[config.mk]
export PLATFORM = sky130hd
export DESIGN_NAME = sipo_rx
export DESIGN_NICKNAME = d
export VERILOG_FILES = /design/src/rtl/sipo_rx.sv
export SDC_FILE = /design/constraint.sdc
export NUM_CORES = 1
export LEC_CHECK = 0
export BUFFER_PORTS_ARGS = -buffer_cell sky130_fd_sc_hd__clkbuf_2
export CORE_MARGIN = 2
export CORE_UTILIZATION = 35
export DETAILED_ROUTE_END_ITERATION = 8
export GPL_TIMING_DRIVEN = 0
export PLACE_DENSITY = 0.61
export SLEW_MARGIN = 15
export SYNTH_ARGS = -nofsm -noshare
export SYNTH_HDL_FRONTEND = slang
export SYNTH_SLANG_ARGS = --single-unit
[constraint.sdc]
create_clock -name clk -period 1.8 [get_ports clk]
set_input_delay 0.09 -clock clk [delete_from_list [all_inputs] [get_ports clk]]
set_output_delay 0.09 -clock clk [all_outputs]
set_load 0.02 [all_outputs]
[src/rtl/sipo_rx.sv]
// -----------------------------------------------------------------------------
// sipo_rx -- serial-in / parallel-out frame receiver
//
// Recovers framed words from a one-bit line driven by the matching PISO
// transmitter in the same clock domain. A frame is made of:
//   * a start bit (0)
//   * WIDTH data bits, LSB first
//   * a stop bit (1)
// The line idles high, and every bit is held for N clocks.
//
// All sampling is anchored to E0, the first edge that sees the line low.
//   * The start bit is re-checked at E0 + N/2.
//   * Every later bit is sampled N clocks after the previous one, which puts
//     each sample close to the middle of its bit.
//
// Parameters
//   N      clocks per bit, N >= 2
//   WIDTH  data bits per frame, WIDTH >= 2
//
// Ports
//   clk        in   1      rising-edge clock
//   rst        in   1      asynchronous, active-high reset
//   din        in   1      serial line, idles high
//   dout       out  WIDTH  last correctly framed word, held between frames
//   valid      out  1      one-cycle pulse, dout was updated this cycle
//   frame_err  out  1      one-cycle pulse, the stop bit was sampled low
//   busy       out  1      high whenever the receiver is not idle
// -----------------------------------------------------------------------------
module sipo_rx #(
    parameter int N     = 4,
    parameter int WIDTH = 8
) (
    input  logic             clk,
    input  logic             rst,
    input  logic             din,
    output logic [WIDTH-1:0] dout,
    output logic             valid,
    output logic             frame_err,
    output logic             busy
);

    localparam int CNT_W = (N > 1) ? $clog2(N) : 1;
    localparam int IDX_W = (WIDTH > 1) ? $clog2(WIDTH) : 1;

    // Counter values at which a sample is taken.
    // cnt is cleared on the edge that enters a state, so on the k-th edge after
    // that it holds k-1.
    localparam logic [CNT_W-1:0] CNT_HALF = CNT_W'(N / 2 - 1);
    localparam logic [CNT_W-1:0] CNT_LAST = CNT_W'(N - 1);
    localparam logic [IDX_W-1:0] IDX_LAST = IDX_W'(WIDTH - 1);

    typedef enum logic [2:0] {
        IDLE,
        START,
        DATA,
        STOP,
        WAIT_HI
    } state_t;

    state_t           state_q,     state_d;
    logic [CNT_W-1:0] cnt_q,       cnt_d;
    logic [IDX_W-1:0] idx_q,       idx_d;
    logic [WIDTH-1:0] shift_q,     shift_d;
    logic [WIDTH-1:0] dout_q,      dout_d;
    logic             valid_q,     valid_d;
    logic             frame_err_q, frame_err_d;
    logic             busy_q,      busy_d;

    always_comb begin
        state_d     = state_q;
        cnt_d       = cnt_q;
        idx_d       = idx_q;
        shift_d     = shift_q;
        dout_d      = dout_q;
        valid_d     = 1'b0;
        frame_err_d = 1'b0;

        case (state_q)
            IDLE: begin
                if (!din) begin
                    state_d = START;
                    cnt_d   = '0;
                end
            end

            START: begin
                cnt_d = cnt_q + 1'b1;
                if (cnt_q == CNT_HALF) begin
                    // Mid start bit. A line that is already high again was a
                    // glitch and is dropped silently.
                    cnt_d = '0;
                    if (din) begin
                        state_d = IDLE;
                    end else begin
                        state_d = DATA;
                        idx_d   = '0;
                    end
                end
            end

            DATA: begin
                cnt_d = cnt_q + 1'b1;
                if (cnt_q == CNT_LAST) begin
                    cnt_d = '0;
                    // Data arrives LSB first. Entering at the MSB and shifting
                    // right leaves bit 0 in the LSB once all bits are in.
                    shift_d = {din, shift_q[WIDTH-1:1]};
                    idx_d   = idx_q + 1'b1;
                    if (idx_q == IDX_LAST) begin
                        state_d = STOP;
                    end
                end
            end

            STOP: begin
                cnt_d = cnt_q + 1'b1;
                if (cnt_q == CNT_LAST) begin
                    cnt_d = '0;
                    if (din) begin
                        dout_d  = shift_q;
                        valid_d = 1'b1;
                        // Going straight back to IDLE lets a start bit that
                        // immediately follows the stop bit still be caught.
                        state_d = IDLE;
                    end else begin
                        frame_err_d = 1'b1;
                        state_d     = WAIT_HI;
                    end
                end
            end

            WAIT_HI: begin
                // A line held low after a bad stop bit is a break, not a new
                // start bit. Wait for it to go high before rearming.
                if (din) begin
                    state_d = IDLE;
                end
            end

            default: begin
                state_d = IDLE;
                cnt_d   = '0;
            end
        endcase

        // Registered from the next state, so busy_q always equals
        // (state_q != IDLE).
        busy_d = (state_d != IDLE);
    end

    always_ff @(posedge clk or posedge rst) begin
        if (rst) begin
            state_q     <= IDLE;
            cnt_q       <= '0;
            idx_q       <= '0;
            shift_q     <= '0;
            dout_q      <= '0;
            valid_q     <= 1'b0;
            frame_err_q <= 1'b0;
            busy_q      <= 1'b0;
        end else begin
            state_q     <= state_d;
            cnt_q       <= cnt_d;
            idx_q       <= idx_d;
            shift_q     <= shift_d;
            dout_q      <= dout_d;
            valid_q     <= valid_d;
            frame_err_q <= frame_err_d;
            busy_q      <= busy_d;
        end
    end

    assign dout      = dout_q;
    assign valid     = valid_q;
    assign frame_err = frame_err_q;
    assign busy      = busy_q;

endmodule
Word level (Yosys, flattened, before mapping)
Index checks and enable logic that the tools add are counted.
Widths: inputs -> output; s select.
{"block": "totals", "ff_bits": 27, "in_bits": 3}
{"block": "classes", "add_sub_neg": 2, "n_eq_ne": 11, "mux": 23, "bitwise": 1, "n_reduce_logical": 8}
{"operator": "$mux 3", "count": 10}
{"operator": "$pmux 3 s5", "count": 1}
{"operator": "$mux 2", "count": 4}
{"operator": "$ne 2x2->1 const B", "count": 4}
{"operator": "$pmux 2 s4", "count": 1}
{"operator": "$eq 3x2->1 const B", "count": 2}
{"operator": "$eq 3x3->1 const B", "count": 2}
{"operator": "$mux 1", "count": 6}
{"operator": "$pmux 3 s2", "count": 1}
{"operator": "$reduce_and 2->1", "count": 2}
{"operator": "$reduce_and 4->1", "count": 1}
{"operator": "$add 3x1->3 const B", "count": 1}
{"operator": "$eq 3x1->1 const B", "count": 1}
{"operator": "$logic_not 3->1", "count": 1}
{"operator": "$reduce_and 3->1", "count": 1}
{"operator": "$reduce_bool 3->1", "count": 1}
{"operator": "$add 2x1->2 const B", "count": 1}
{"operator": "$eq 2x1->1 const B", "count": 1}
{"operator": "$eq 2x2->1 const B", "count": 1}
{"operator": "$reduce_bool 2->1", "count": 1}
{"operator": "$reduce_or 2->1", "count": 1}
{"operator": "$not 1->1", "count": 1}

Longest topological paths before layout
Gate-level depths: netlist (run 1).
{"block": "depth", "depth_word": 5, "ltp_mapped": 5, "ltp_nobuf": 5}

Worst setup path after synthesis (run 1)
OpenSTA, ideal clock, no wires.
{"block": "synth_path", "path_type": "register -> register", "start": "register cnt_q[0]", "end": "register shift_q[0]", "arrival_time_ns": 1.344, "required_ns": 1.675, "path_slack_ns": 0.331, "path_stages_with_launch": 5, "path_buffers": 0, "synth_period_minus_slack_ns": 1.469, "path_cell_list": "dfrtp_1 ha_1 inv_1 nor3_4 mux2_2"}
{"block": "synth_via", "elab_chain_cells": 2}
{"item": "start: declaration", "line": "61", "rtl": "logic [CNT_W-1:0] cnt_q, cnt_d;"}
{"item": "start signal: assignment", "line": "163", "rtl": "cnt_q <= cnt_d;"}
{"item": "$eq 2x2->1", "line": "103", "rtl": "if (cnt_q == CNT_LAST) begin"}
{"item": "$reduce_and 2->1 (no line)"}
{"item": "end signal: assignment", "line": "165", "rtl": "shift_q <= shift_d;"}
{"item": "end: declaration", "line": "63", "rtl": "logic [WIDTH-1:0] shift_q, shift_d;"}
Every way passes these cells.
A chain may end at the register's enable or synchronous reset.

Worst setup path in the final report (run 1)
Same ends and word-level chain as after synthesis.

==> results.py, run 1 <==
metrics = {
    "layout": {
        "syn_to_final_growth_pct": 13.1,
        "fillCellCount": 318,
        "final_cell_mix": "27 x dfrtp_1, 19 x mux2_2, 12 x clkbuf_2, 7 x inv_1, 5 x ha_1",
        "fin_util_pct": 41.7,
        "drive_above_1_share_pct": 40.0,
        "antenna_cells": 0,
        "fin_cells": 156,
        "finalNetCount": 119,
        "layout_commonest_cell": "dfrtp_1",
        "finalInstanceArea_mm2": 0.00142,
    },
    "synth": {
        "syn_nets": 100,
        "synth_xor_area_share_pct": 0,
        "syn_area_mm2": 0.00125,
        "synthAdderAreaFrac_pct": 5.00,
        "synth-seq-cells": 27,
        "yosysWarnings": 0,
        "yosysSeqAreaShare_pct": 54.0,
        "synth_cells": 92,
        "yosys.area_share.simple_pct": 10.7,
        "synthMuxAreaShare_pct": 17.9,
        "syn_area_per_cell_um2": 13.6,
        "synth.distinct_cells": 30,
        "synth_top_family_by_area": "multiplexers",
        "synth-compound-area-share_pct": 7.50,
    },
    "timing": {
        "relSlewSlack_pct": 32.7,
        "fmax_mhz": 607,
        "fin_tns_setup_ns": 0,
        "post-route-period-util_pct": 91.6,
        "finalHoldViolCount": 0,
        "rsz0062_at_grt": "no",
        "period_needed_ns": 1.65,
        "drv_slew": 0,
        "worst_pin_slew_ns": 1.01,
        "timing.hold.ws_ns": 0.520,
        "setup_viol": 0,
        "fin_skew_ns": 0.00885,
        "fin_ws_ns": 0.152,
    },
    "global_route": {
        "grt_pass1_vias": 759,
        "global_route.overflow_total": 0,
        "track_usage_pct": 10.5,
        "grt_start_max_net_pins": 28,
        "antenna_found_initial": 0,
        "grt_pass1_wl_mm": 3.42,
    },
    "critical_path": {
        "critPathTopFamily": "flip-flops",
        "arrival_ns": 1.86,
        "start_kind": "flop",
        "crit_chain": "ha_1 -> inv_1 -> nor3_4 -> mux2_2",
        "startpoint": "cnt_q[0]",
        "end_kind": "flop",
        "slowest_stage": "dfrtp_1",
        "path_buf_inv": 1,
        "crit-reg2reg-launch": "cnt_q[0]",
        "critPathMaxFanout": 8,
        "required_ns": 2.01,
        "critPathKind": "reg -> reg",
        "max_stage_delay_ns": 0.45,
    },
    "clock_network": {
        "clk_latency_ns": 0.32,
        "cts_tree": "built",
        "cts.sinks": 27,
        "numCtsBuffers": 3,
        "htreeDepth": 1,
        "post_cts_buffers": 0,
        "clk_pin_slew_worst_paths_ns": 0.14,
        "clockBufferDepth": 2,
        "cts-root-buf": "clkbuf_4",
    },
    "detailed_routing": {
        "dr.pass1.iters": 4,
        "totalWireLength_mm": 1.94,
        "postRouteAntennaNets": 0,
        "avgRoutedWirePerCell_um": 12.5,
        "drcViolationCount": 0,
        "via_count": 739,
        "drt_iter0_drc": 6,
        "viasPerCell": 4.74,
    },
    "place": {
        "finalWeightedCongestion": 0.757,
        "dp_hpwl_mm": 1.37,
        "dp_slack_ns": 0.123,
        "io_buffers": 12,
        "placed_area_mm2": 0.00137,
        "post-place-cells": 150,
    },
    "floorplan": {
        "core-area_mm2": 0.00339,
        "fp.dieH_um": 63.8,
        "ioPinCount": 14,
        "die_x_um": 63.8,
        "die-area_mm2": 0.00407,
        "core.rowCount": 21,
        "initial_core_util_pct": 36.9,
    },
    "min_path": {
        "worst_hold_path_type": "in -> async",
    },
    "power_and_ir_drop": {
        "pwr_density_cell_mw_per_mm2": 1100,
        "ir_drop_uv": 459,
        "fin_total_pwr_mw": 1.56,
        "p_leak_nw": 0.738,
    },
    "outcome": {
        "status": "complete, no violations",
    },
    "flow_run": {
        "max_cap_viol_count": 0,
    },
}
==> worst min-delay path: stages <==
cell           delay, ns
dlygate4sd3_1       0.53
clkbuf_2            0.10
inv_1               0.72
==> power breakdown <==
group          switching, mW  internal (mW)
clock network          0.170         0.0865
registers             0.0778          0.705
logic                  0.287          0.233
==> registers in the layout, summed over array words and instances, names as in the netlist <==
| register | count |
|---|---|
| state_q | 3 |
| cnt_q | 2 |
| frame_err | 1 |
| shift_q | 8 |
| busy | 1 |
| dout | 8 |
| valid | 1 |
| idx_q | 3 |
==> final cells by class <==
| class | instances | area (um2) | share of cell area (%) |
|---|---|---|---|
| buffer | 4 | 35.0 | 2.48 |
| clock buffer | 4 | 26.3 | 1.86 |
| inverter | 7 | 26.3 | 1.86 |
| multi-input combinational | 54 | 514 | 36.3 |
| sequential | 27 | 676 | 47.7 |
| tap | 46 | 57.6 | 4.07 |
| timing repair buffer | 14 | 80.1 | 5.66 |
==> what timing repair did <==
action | in CTS | in global routing
resized for setup | 0 | 0
hold buffers | 2 | 0
endpoints found under the setup margin | 0 | 4
endpoints found under the hold margin | 6 | 0
==> cell families after synthesis <==
group	Yosys count
fa+ha+maj	5
compound gates	13
simple gates	16
flops	27
buf+inv	11
mux	20
==> path summary, 6_finish.rpt <==
check / end / slack [ns] / cells past startpoint
setup / recovery: shift_q[0] / 0.15 / 4
hold / removal: dout[4] / 0.52 / 3
setup reg to reg: shift_q[0] / 0.15 / 4
hold reg to reg: dout[2] / 0.52 / 1
max in group asynchronous: dout[1] / 0.67 / 3
min in group clk: dout[2] / 0.52 / 1
==> synth_stat cells (all sizes together) <==
cell type	instances	area share, %
inv	7	2.1
nand2	2	1.2
mux2	19	17
and4b	1	0.90
o21bai	2	1.2
o31ai	1	0.60
and4bb	1	1.0
buf	4	2.8
and2b	1	0.70
dfrtp	27	54
nor3b	3	1.8
nand2b	1	1.1
a21oi	2	0.80
a211oi	1	0.60
nor3	2	1.7
and3b	2	1.4
a21boi	1	0.60
o22ai	1	0.50
o21ba	1	0.80
o22a	1	0.70
nor2	3	0.90
o211ai	1	0.60
o221ai	1	0.70
mux2i	1	0.80
ha	5	5.0
o21ai	1	0.40
==> routing by layer <==
layer	GRT usage (%)	share of wire (%)
met5	0	0
met4	4.08	0.72
met3	2.11	3.1
met2	16.4	46
met1	14.3	50
No activity file was read; power rests on OpenSTA's default activity.
==> inputs of run 2 (changes only) <==
--- a/config.mk
+++ b/config.mk
@@ -7,10 +7,11 @@
 export LEC_CHECK = 0
 export BUFFER_PORTS_ARGS = -buffer_cell sky130_fd_sc_hd__clkbuf_2
 export CORE_MARGIN = 2
-export CORE_UTILIZATION = 35
+export CORE_UTILIZATION = 55
+export CTS_CLUSTER_DIAMETER = 60
 export DETAILED_ROUTE_END_ITERATION = 8
 export GPL_TIMING_DRIVEN = 0
-export PLACE_DENSITY = 0.61
+export PLACE_DENSITY = 0.85
 export SLEW_MARGIN = 15
 export SYNTH_ARGS = -nofsm -noshare
 export SYNTH_HDL_FRONTEND = slang
==> run 2 against run 1 <==
Die area is 34% lower. Utilization rose by 22 points. Cell count down 12%. Sequential share of layout area increased by 0.64 points. Wire length is 5.6% higher. Sequential power up 0.8%. Via count up 1.4%. Count of clock-buffer cells in the layout shrank 1. Critical endpoint is now shift_q[7]. Highest routed layer unchanged.
==> results.py, run 2 (synthesized netlist as in run 1, its figures left out) <==
metrics = {
    "outcome": {
        "status": "complete, no violations",
    },
    "global_route": {
        "global_route.overflow_total": 0,
        "antenna_found_initial": 0,
        "grt_start_max_net_pins": 28,
        "grt_pass1_vias": 734,
        "met3_usage_pct": 3.45,
        "grt_busiest_layer": "met2",
        "grt_use_met1_pct": 24.4,
        "track_usage_pct": 18.0,
        "grt_pass1_wl_mm": 3.48,
        "grtUsageMet2_pct": 28.2,
    },
    "critical_path": {
        "slowest_stage": "dfrtp_1",
        "max_stage_delay_ns": 0.45,
        "path_buf_inv": 1,
        "startpoint": "cnt_q[0]",
        "required_ns": 2.03,
        "crit_chain": "ha_1 -> inv_1 -> nor3_4 -> mux2_2",
        "cp.depth": 4,
        "critPathMaxFanout": 8,
        "arrival_ns": 1.88,
        "critPathTopFamily": "flip-flops",
        "end_kind": "flop",
        "crit-reg2reg-launch": "cnt_q[0]",
        "start_kind": "flop",
        "reg2regPathDepth": 4,
        "critPathKind": "reg -> reg",
    },
    "timing": {
        "setup_viol": 0,
        "worst_pin_slew_ns": 0.985,
        "fin_tns_setup_ns": 0,
        "drv_slew": 0,
        "relSlewSlack_pct": 34.3,
        "post-route-period-util_pct": 91.9,
        "fin_skew_ns": 0.00645,
        "fmax_mhz": 605,
        "finalHoldViolCount": 0,
        "rsz0062_at_grt": "no",
        "period_needed_ns": 1.65,
    },
    "power_and_ir_drop": {
        "pwr_density_cell_mw_per_mm2": 1130,
        "p_leak_nw": 0.737,
        "ir_drop_uv": 565,
    },
    "clock_network": {
        "clk_pin_slew_worst_paths_ns": 0.15,
        "clockBufferDepth": 2,
        "cts-root-buf": "clkbuf_4",
        "clk_latency_ns": 0.33,
        "cts_tree": "built",
        "numCtsBuffers": 3,
        "htreeDepth": 1,
        "cts.sinks": 27,
    },
    "floorplan": {
        "core.rowCount": 17,
        "core-area_mm2": 0.00219,
        "die_x_um": 51.7,
        "ioPinCount": 14,
        "initial_core_util_pct": 57.1,
        "die-area_mm2": 0.00267,
        "fp.dieH_um": 51.7,
    },
    "layout": {
        "finalNetCount": 119,
        "register_area_um2": 676,
        "fillCellCount": 163,
        "layout_commonest_cell": "dfrtp_1",
        "antenna_cells": 0,
        "syn_to_final_growth_pct": 11.6,
        "finalInstanceArea_mm2": 0.00140,
        "multi_input_area_um2": 514,
        "drive_above_1_share_pct": 40.9,
        "final_cell_mix": "27 x dfrtp_1, 19 x mux2_2, 12 x clkbuf_2, 7 x inv_1, 5 x ha_1",
    },
    "place": {
        "placed_area_mm2": 0.00135,
        "finalWeightedCongestion": 0.809,
        "io_buffers": 12,
        "dp_hpwl_mm": 1.47,
    },
    "detailed_routing": {
        "drt_iter0_drc": 8,
        "avgRoutedWirePerCell_um": 14.9,
        "viasPerCell": 5.43,
        "drcViolationCount": 0,
        "via_count": 749,
        "postRouteAntennaNets": 0,
        "dr.pass1.iters": 4,
        "totalWireLength_mm": 2.05,
    },
    "min_path": {
        "worst_hold_path_type": "in -> async",
    },
    "flow_run": {
        "max_cap_viol_count": 0,
    },
}
run 2: worst register-to-register path, cell delays in order (launching register included):
cell and delay [ns]:
dfrtp_1 0.45, ha_1 0.25, inv_1 0.12, nor3_4 0.35, mux2_2 0.38
run 2: worst paths after layout:
check | end | slack [ns]
worst max-delay path | shift_q[7] | 0.15
worst min-delay path | shift_q[0] | 0.51
worst max register to register | shift_q[7] | 0.15
worst min register to register | dout[2] | 0.53
max in group asynchronous | idx_q[1] | 0.70
min in group clk | dout[2] | 0.53
run 2: through the flow:
stage | util (%) | cells | power [mW] | worst slack, ns | hold slack (ns)
CTS | 63.7 | 138 | 1.59 | 0.0920 | 0.527
detailed placement | 61.5 | 132 | 1.31 | 0.122 | 0.313
global route | 63.7 | 138 | 1.68 | 0.0240 | 0.531
global placement | 61.5 | 132 | 1.28 | 0.141 | 0.299
floorplan | - | 92 | 1.19 | 0.331 | 0.143
finish | 63.7 | 138 | 1.58 | 0.146 | 0.506
run 2: where the power goes:
group | internal [mW] | leakage [nW] | switching (mW)
Combinational | 0.233 | 0.359 | 0.290
Clock | 0.0851 | 0.0139 | 0.180
Sequential | 0.706 | 0.364 | 0.0837
Total | 1.02 | 0.737 | 0.554
run 2: repair_timing:
action                                 4_1_cts  5_1_grt
buffers inserted                             0        0
endpoints found under the hold margin       28        0
setup endpoints to repair                    0        8
hold buffers                                 2        0
gates resized for setup                      0        0
run 2: layout make-up:
cell class              count  area share, %
multi-input cells          54           36.8
clock buffers               3           1.61
repair buffers             14           5.73
inverters                   7           1.88
well taps                  28           2.51
flip-flops and latches     27           48.4
clock inverters             1          0.538
plain buffers               4           2.51
run 2: per-layer routing:
metal	part of all wire, %	routed length [um]
met5	0	0
met4	1.8	36
met3	3.0	62
met2	49	1000
met1	46	950
==> inputs of run 3 (changes only) <==
==> constraint.sdc (replaced) <==
create_clock -name clk -period 2.1 [get_ports clk]
set_input_delay 0.105 -clock clk [delete_from_list [all_inputs] [get_ports clk]]
set_output_delay 0.105 -clock clk [all_outputs]
set_load 0.02 [all_outputs]
==> run 3 against run 2 <==
Register-to-register slack better by 0.25 ns. Utilization stayed put. Wire length is 0.39% lower. Sequential power is 14% lower. Cell count stayed put. Global-route usage stayed put. Via count is 0.80% higher. Critical path depth stayed put. Clock skew hardly changed. Largest cell class unchanged. Largest power group unchanged.
==> results.py, run 3 (synthesized netlist as in run 1, its figures left out) <==
metrics = {
    "clock_network": {
        "htreeDepth": 1,
        "cts_resized": 0,
        "clockBufferDepth": 2,
        "clk_latency_ns": 0.33,
        "cts.sinks": 27,
        "cts-root-buf": "clkbuf_4",
        "numCtsBuffers": 3,
        "cts_tree": "built",
        "clk_pin_slew_worst_paths_ns": 0.15,
        "post_cts_buffers": 0,
    },
    "layout": {
        "fin_cells": 138,
        "fin_util_pct": 63.7,
        "antenna_cells": 0,
        "finalNetCount": 119,
        "fillCellCount": 163,
        "drive_above_1_share_pct": 40.9,
        "syn_to_final_growth_pct": 11.6,
        "layout_commonest_cell": "dfrtp_1",
        "final_cell_mix": "27 x dfrtp_1, 19 x mux2_2, 12 x clkbuf_2, 7 x inv_1, 5 x ha_1",
    },
    "global_route": {
        "grt_pass1_vias": 734,
        "track_usage_pct": 18.0,
        "grt_pass1_wl_mm": 3.48,
        "global_route.overflow_total": 0,
        "antenna_found_initial": 0,
        "grt_start_max_net_pins": 28,
    },
    "critical_path": {
        "reg2reg_slack_ns": 0.40,
        "crit_chain": "ha_1 -> inv_1 -> nor3_4 -> mux2_2",
        "critPathMaxFanout": 8,
        "slowest_stage": "dfrtp_1",
        "start_kind": "flop",
        "r2r_end": "shift_q[7]",
        "critPathKind": "reg -> reg",
        "required_ns": 2.33,
        "crit-reg2reg-launch": "cnt_q[0]",
        "arrival_ns": 1.93,
        "reg2regPathDepth": 4,
        "end_kind": "flop",
        "max_stage_delay_ns": 0.45,
    },
    "floorplan": {
        "initial_core_util_pct": 57.1,
        "die_x_um": 51.7,
        "die-area_mm2": 0.00267,
        "ioPinCount": 14,
        "core-area_mm2": 0.00219,
        "fp.dieH_um": 51.7,
        "core.rowCount": 17,
    },
    "timing": {
        "drv_slew": 0,
        "fmax_mhz": 588,
        "setup_viol": 0,
        "relSlewSlack_pct": 34.3,
        "period_needed_ns": 1.70,
        "worst_pin_slew_ns": 0.984,
        "timing.hold.ws_ns": 0.520,
        "finalHoldViolCount": 0,
        "rsz0062_at_grt": "no",
        "fin_tns_setup_ns": 0,
        "post-route-period-util_pct": 81.1,
        "fin_skew_ns": 0.00613,
    },
    "detailed_routing": {
        "postRouteAntennaNets": 0,
        "via_count": 755,
        "avgRoutedWirePerCell_um": 14.8,
        "dr.pass1.iters": 4,
        "totalWireLength_mm": 2.04,
        "drt_iter0_drc": 8,
        "viasPerCell": 5.47,
        "drcViolationCount": 0,
    },
    "place": {
        "io_buffers": 12,
        "post-place-cells": 132,
        "dp_hpwl_mm": 1.47,
        "finalWeightedCongestion": 0.809,
    },
    "min_path": {
        "worst_hold_path_type": "in -> async",
    },
    "power_and_ir_drop": {
        "ir_drop_uv": 483,
        "pwr_density_cell_mw_per_mm2": 966,
        "p_leak_nw": 0.738,
    },
    "flow_run": {
        "max_cap_viol_count": 0,
    },
    "outcome": {
        "status": "complete, no violations",
    },
}
## run 3: cell counts in the layout (fill, tap and decap cells not counted)
No cell type changed its count.
## run 3: worst max-delay path by stage
stage / start / endpoint / cells after the start
2_1_floorplan: cnt_q[0] / shift_q[0] / 4
3_3_place_gp: cnt_q[0] / shift_q[4] / 4
3_5_place_dp: cnt_q[0] / shift_q[1] / 4
4_1_cts: cnt_q[0] / shift_q[7] / 4
5_1_grt: cnt_q[0] / shift_q[5] / 4
6_report: cnt_q[0] / shift_q[7] / 4
## run 3: cell type report
type	count	area, um2	share of cell area (%)
Buffer	4	35.0	2.51
Multi-Input combinational cell	54	514	36.8
Sequential cell	27	676	48.4
Tap cell	28	35.0	2.51
Inverter	7	26.3	1.88
Timing Repair Buffer	14	80.1	5.73
Clock buffer	3	22.5	1.61
Clock inverter	1	7.51	0.538
## run 3: repair_timing
item	4_1_cts	5_1_grt
endpoints found under the setup margin	0	0
hold buffers	2	0
endpoints found under the hold margin	28	0
## run 3: report_power, final
group / internal [mW] / switching [mW]
Combinational: 0.199 / 0.246
Sequential: 0.605 / 0.0718
Clock: 0.0729 / 0.155
## run 3: worst max-delay path, delay by kind of cell, from the launching register on
kind,cells,cell delay (ns)
adders and majority gates,1,0.25
muxes,1,0.38
DFF,1,0.45
and+or+nand+nor,1,0.40
buffers and inverters,1,0.12
## run 3: per-layer routing
layer	routed length, um	vias up	global-route usage (%)
li1	-	364	-
met1	937	371	24.4
met2	1010	14	28.2
met3	62	6	3.45
met4	36	0	7.89
met5	0	-	0
## run 3: through the flow
| step | cell area, um2 | total power [mW] | worst slack (ns) |
|---|---|---|---|
| final | 1400 | 1.35 | 0.398 |
| after global routing | 1400 | 1.44 | 0.273 |
| after CTS | 1400 | 1.36 | 0.392 |
| after detailed placement | 1350 | 1.13 | 0.422 |
| after global placement | 1350 | 1.10 | 0.441 |
| after floorplan | 1250 | 1.02 | 0.631 |
